$ cat src/rtl/mlp_pkg.sv
// Shared constants and FSM encoding for the 784-32-10 MLP weight sequencer.
// The parameter defaults of the sequencer and its address counters come from here.
package mlp_pkg;

    localparam int unsigned N_IN      = 784;
    localparam int unsigned N_HID     = 32;
    localparam int unsigned N_OUT     = 10;
    localparam int unsigned AW        = 32;
    localparam int unsigned HID_SEL_W = 5;

    typedef enum logic [2:0] {
        StIdle,
        StL1,
        StL1Drain,
        StL2,
        StL2Drain,
        StDone
    } seq_state_e;

    // True in the states where the CPU-facing handshake reports a pass in flight.
    function automatic logic state_is_busy(input seq_state_e s);
        return (s != StIdle) && (s != StDone);
    endfunction

endpackage

$ cat src/rtl/layer_addr_ctr.sv
// Per-layer address counter: sweeps 0..LIMIT while running and emits strobes
// one cycle later, aligned to the weight memory's read latency.
module layer_addr_ctr #(
    parameter int unsigned AW    = mlp_pkg::AW,
    parameter int unsigned LIMIT = mlp_pkg::N_IN,
    parameter int unsigned IW    = mlp_pkg::HID_SEL_W
) (
    input  logic          clk,
    input  logic          reset,
    input  logic          run_i,
    input  logic          consume_i,
    output logic [AW-1:0] cnt_o,
    output logic          at_last_o,
    output logic          acc_en_o,
    output logic          bias_o,
    output logic [IW-1:0] idx_o
);
    import mlp_pkg::*;

    localparam logic [AW-1:0] LimitW = AW'(LIMIT);

    logic [AW-1:0] cnt_q, cnt_d;
    logic          acc_en_q;
    logic          bias_q;
    logic [IW-1:0] idx_q;

    assign at_last_o = (cnt_q == LimitW);

    // Saturate on the bias row; the FSM leaves the layer on that same consume.
    always_comb begin
        cnt_d = cnt_q;
        if (!run_i) begin
            cnt_d = '0;
        end else if (consume_i && !at_last_o) begin
            cnt_d = cnt_q + AW'(1);
        end
    end

    always_ff @(posedge clk) begin
        if (reset) begin
            cnt_q    <= '0;
            acc_en_q <= 1'b0;
            bias_q   <= 1'b0;
            idx_q    <= '0;
        end else begin
            cnt_q    <= cnt_d;
            acc_en_q <= run_i && consume_i;
            bias_q   <= run_i && consume_i && at_last_o;
            if (consume_i) begin
                idx_q <= cnt_q[IW-1:0];
            end
        end
    end

    assign cnt_o    = cnt_q;
    assign acc_en_o = acc_en_q;
    assign bias_o   = bias_q;
    assign idx_o    = idx_q;

endmodule

$ cat src/rtl/mlp_weight_sequencer.sv
// Sequences one inference pass of the MLP: layer-1 then layer-2 weight sweeps,
// with clear/accumulate/bias/last strobes and the start/busy/done handshake.
module mlp_weight_sequencer #(
    parameter int unsigned N_IN  = mlp_pkg::N_IN,
    parameter int unsigned N_HID = mlp_pkg::N_HID,
    parameter int unsigned AW    = mlp_pkg::AW
) (
    input  logic                          clk,
    input  logic                          reset,
    input  logic                          start_i,
    input  logic                          stall_i,
    output logic [AW-1:0]                 ctr1_o,
    output logic [AW-1:0]                 ctr2_o,
    output logic                          l1_clr_o,
    output logic                          l1_acc_en_o,
    output logic                          l1_bias_o,
    output logic                          l1_last_o,
    output logic                          l2_clr_o,
    output logic                          l2_acc_en_o,
    output logic                          l2_bias_o,
    output logic                          l2_last_o,
    output logic [mlp_pkg::HID_SEL_W-1:0] l2_hid_sel_o,
    output logic                          busy_o,
    output logic                          done_o
);
    import mlp_pkg::*;

    seq_state_e state_q, state_d;
    logic       l1_clr_q, l2_clr_q, busy_q, done_q;

    logic l1_run, l1_consume, l1_at_last, l1_bias;
    logic l2_run, l2_consume, l2_at_last, l2_bias;
    logic l1_idx_unused;

    // Each counter keeps its final address through its drain cycle, zero otherwise.
    assign l1_run     = (state_q == StL1) || (state_q == StL1Drain);
    assign l2_run     = (state_q == StL2) || (state_q == StL2Drain);
    assign l1_consume = (state_q == StL1) && !stall_i;
    assign l2_consume = (state_q == StL2) && !stall_i;

    always_comb begin
        state_d = state_q;
        unique case (state_q)
            StIdle:    if (start_i) state_d = StL1;
            StL1:      if (l1_consume && l1_at_last) state_d = StL1Drain;
            StL1Drain: state_d = StL2;
            StL2:      if (l2_consume && l2_at_last) state_d = StL2Drain;
            StL2Drain: state_d = StDone;
            StDone:    state_d = StIdle;
            default:   state_d = StIdle;
        endcase
    end

    always_ff @(posedge clk) begin
        if (reset) begin
            state_q  <= StIdle;
            l1_clr_q <= 1'b0;
            l2_clr_q <= 1'b0;
            busy_q   <= 1'b0;
            done_q   <= 1'b0;
        end else begin
            state_q  <= state_d;
            l1_clr_q <= (state_q == StIdle) && start_i;
            l2_clr_q <= (state_q == StL1Drain);
            done_q   <= (state_q == StL2Drain);
            busy_q   <= state_is_busy(state_d);
        end
    end

    layer_addr_ctr #(
        .AW   (AW),
        .LIMIT(N_IN),
        .IW   (1)
    ) u_l1_ctr (
        .clk      (clk),
        .reset    (reset),
        .run_i    (l1_run),
        .consume_i(l1_consume),
        .cnt_o    (ctr1_o),
        .at_last_o(l1_at_last),
        .acc_en_o (l1_acc_en_o),
        .bias_o   (l1_bias),
        .idx_o    (l1_idx_unused)
    );

    layer_addr_ctr #(
        .AW   (AW),
        .LIMIT(N_HID),
        .IW   (HID_SEL_W)
    ) u_l2_ctr (
        .clk      (clk),
        .reset    (reset),
        .run_i    (l2_run),
        .consume_i(l2_consume),
        .cnt_o    (ctr2_o),
        .at_last_o(l2_at_last),
        .acc_en_o (l2_acc_en_o),
        .bias_o   (l2_bias),
        .idx_o    (l2_hid_sel_o)
    );

    assign l1_bias_o = l1_bias;
    assign l1_last_o = l1_bias;
    assign l2_bias_o = l2_bias;
    assign l2_last_o = l2_bias;
    assign l1_clr_o  = l1_clr_q;
    assign l2_clr_o  = l2_clr_q;
    assign busy_o    = busy_q;
    assign done_o    = done_q;

endmodule

$ cat config.mk
export PLATFORM = sky130hd
export DESIGN_NAME = mlp_weight_sequencer
export DESIGN_NICKNAME = d
export VERILOG_FILES = /design/src/rtl/mlp_pkg.sv /design/src/rtl/layer_addr_ctr.sv /design/src/rtl/mlp_weight_sequencer.sv
export SDC_FILE = /design/constraint.sdc
export NUM_CORES = 1
export LEC_CHECK = 0
export ABC_AREA = 0
export CORE_MARGIN = 2
export CORE_UTILIZATION = 55
export CTS_CLUSTER_DIAMETER = 200
export DETAILED_ROUTE_END_ITERATION = 7
export PLACE_DENSITY = 0.91
export SYNTH_ARGS = -nofsm -noshare
export SYNTH_HDL_FRONTEND = slang
export SYNTH_SLANG_ARGS = --single-unit
$ cat constraint.sdc
create_clock -name clk -period 5.22 [get_ports clk]
set_input_delay 0.522 -clock clk [delete_from_list [all_inputs] [get_ports clk]]
set_output_delay 0.522 -clock clk [all_outputs]
set_load 0.02 [all_outputs]
==> flow_summary.ini <==
[status]
status = finished, final reports clean

[sta]
min_period_ns = 2.85
rsz0062_at_grt = no
worst_pin_slew_ns = 1.25
fin_crit_sh = 0.545
hold_viol_final = 0
drv_slew = 0
relSlewSlack = 0.155
skew_ns = 0.0144
max_clock_freq_mhz = 351
setup_violations = 0
setup-tns-final_ns = 0

[synth]
syn_area_per_cell_um2 = 8.38
synthesis.nets = 487
synthAdderAreaFrac = 0.0125
netlist_area_mm2 = 0.00401
synth.top_cell.area_share = 0.399
syn_inst = 479
synth-simple-area-share = 0.340
synthXorXnorAreaFrac = 0.0327
synth-edff-count = 0
ys_types = 43
ys_top_cells_by_area = dfxtp_1 (40%), nand2_1 (5.6%), mux2i_1 (5.5%), nor4_1 (5.1%), or3_1 (3.4%)
synth.mux.area_fraction = 0.0549
synth_top_family_by_area = simple AND/OR/NAND/NOR gates
yosysTopAreaCell = dfxtp_1
synth_compound_gate_area_share = 0.115
async_reset_ff_frac = 0
yosysWarnings = 0
synthFlopType = dfxtp_1
ys_seq_area_frac = 0.399
ys_ff_latch = 80

[worst_setup_path]
critPathMaxFanout = 16
r2r_end = u_l2_ctr.cnt_o[20]$_SDFFE_PP0P_
arrival_ns = 3.09
worstPathRequired_ns = 5.47
r2r_cells = 4
timing.rr.start = state_q[1]$_SDFF_PP0_
worstSetupStartpointType = input pin
crit_type = input pin to flip-flop
r2r_setup_slack_ns = 2.39
path_cells = clkdlybuf4s50_1 -> or2_0 -> nor2_1 -> nand2_1 -> o41ai_1
cp_slowest_cell = nor2_1
end_kind = flip-flop
crit_path_max_incr_delay_ns = 0.88

[min_path]
hold_path.class = flip-flop to flip-flop
whs_path_depth = 2
hold_end = u_l2_ctr.idx_o[4]$_SDFFE_PP0P_
hold_start = u_l2_ctr.idx_o[4]$_SDFFE_PP0P_

[routing]
wl_um = 10300
antenna_left = 0
via_per_inst = 6.25
drc_errors = 0
avgRoutedWirePerCell_um = 16.0
drt_iter0_drc = 276
num_vias = 4022
dr.pass1.iters = 5

[floorplan]
die_x_um = 89.4
io_pins = 83
coreArea_mm2 = 0.00718
start_util = 0.559
row_count = 31
dieArea_mm2 = 0.00800
dieHeight_um = 89.4

[clock_tree]
cts_max_path_buffers = 2
clk_pin_slew_ns = 0.08
clock-root-buffer = clkbuf_8
cts.sinks = 80
cts_setup_buffers = 0
ctsResizeCount = 0
cts_tree = done
cts_buffers = 9
htree_levels = 3
hold_buffers = 0
clock_latency_ns = 0.36

[placed_design]
place_congestion = 0.926
hpwlAfterDp_um = 7020
place_area_mm2 = 0.00483
port_buffers = 82

[global_routing]
antenna_found_initial = 0
grt_pass1_vias = 3502
overflow = 0
grt_pass1_wl_um = 16900
grt_max_degree = 40
grt.total_usage = 0.267

[power_and_ir_drop]
power.density_mw_per_mm2 = 209
p_sw_uw = 236
pwr-share-comb = 0.026
seqPwrFrac = 0.588
p_leak_uw = 0.00138
vdd_drop_max_uv = 131
p_int_uw = 809
p_sw_frac = 0.226
p_clk_frac = 0.387

[layout]
fin_nets = 548
diodes = 0
area_growth_pct = 24.6
final_area_mm2 = 0.00500
final_layout_size_suffix_gt1_frac = 0.0312

[flow_run]
cap_viol_max_count = 0
-- power by group through the flow --
stage	Combinational (uW)	Sequential [uW]	Clock, uW
finish	27.0	614	404
CTS	26.5	614	409
floorplan	17.2	629	0
global route	29.4	615	436
global placement	25.4	628	0
detailed placement	26.2	629	0
-- per-layer routing --
layer	GRT usage	wire [um]	vias to the layer above
met5	0	0	-
met1	0.366	4450	1913
met4	0.109	195	0
met2	0.418	4980	174
met3	0.0489	694	22
li1	-	-	1913
-- cells by family (layout without fill, tap and decap cells) --
family                   after synthesis  in the layout
adder cells (fa/ha/maj)                4              4
AO/OA/AOI/OAI                         71             71
buffers and inverters                 47            113
XOR/XNOR                              15             15
multiplexers                          22             22
flip-flops                            80             80
AND/OR/NAND/NOR                      240            240
-- stage by stage --
step	util	setup WS (ns)	std cells	power, uW	hold slack, ns
floorplan	-	2.91	479	646	0.535
global placement	0.674	2.10	628	654	0.450
detailed placement	0.674	2.08	628	655	0.453
CTS	0.697	2.45	644	1050	0.464
global route	0.697	2.10	644	1080	0.477
finish	0.697	2.37	644	1050	0.461
-- worst max-delay path: cells and delay by family --
family	cells	cell delay, ns
buffers and inverters	1	0.64
AOI/OAI and AO/OA	1	0.27
and+or+nand+nor	3	1.65
-- cells in the final DEF (no fill, tap or decap), drive strengths merged, types with 9 or more instances in the layout --
cell type / instances
clkdlybuf4s50: 82
dfxtp: 80
nand2: 60
nor4: 33
a21oi: 27
or3: 22
mux2i: 22
nand4: 19
nand3: 19
nand2b: 18
nor2: 16
inv: 15
clkbuf: 14
or4: 13
xnor2: 12
o21ai: 12
o31ai: 10
and4: 9
o311ai: 9
o41ai: 9
-- layout make-up --
type	instances	area (um^2)
Multi-Input combinational cell	352	2230
Fill cell	545	2170
Sequential cell	80	1600
Timing Repair Buffer	83	828
Clock buffer	14	153
Tap cell	99	124
Inverter	14	52.6
Clock inverter	2	13.8
-- synth_stat cells (14+ instances only) --
cell type	n
nand3_1	19
dfxtp_1	80
nand4_1	19
nand2_1	60
clkbuf_1	25
nor2_1	16
a21oi_1	27
nor4_1	33
inv_1	14
nand2b_1	18
or3_1	22
mux2i_1	22
-- worst max-delay path by stage --
stage	endpoint	slack (ns)	start	depth (start not counted)
floorplan	u_l1_ctr.cnt_o[17]$_SDFFE_PP0P_	2.91	stall_i	6
global placement	u_l2_ctr.cnt_o[20]$_SDFFE_PP0P_	2.10	stall_i	5
detailed placement	u_l2_ctr.cnt_o[20]$_SDFFE_PP0P_	2.08	stall_i	5
CTS	u_l2_ctr.cnt_o[20]$_SDFFE_PP0P_	2.45	stall_i	5
global route	u_l1_ctr.cnt_o[25]$_SDFFE_PP0P_	2.10	reset	5
finish	u_l1_ctr.cnt_o[25]$_SDFFE_PP0P_	2.37	reset	5
-- state kept, by name, summed over array words and instances (netlist names), 3 cells and up --
| register | flops |
|---|---|
| u_l1_ctr.cnt_o | 32 |
| u_l2_ctr.cnt_o | 32 |
| u_l2_ctr.idx_o | 5 |
| state_q | 3 |
(Power assumes the default switching activity.)
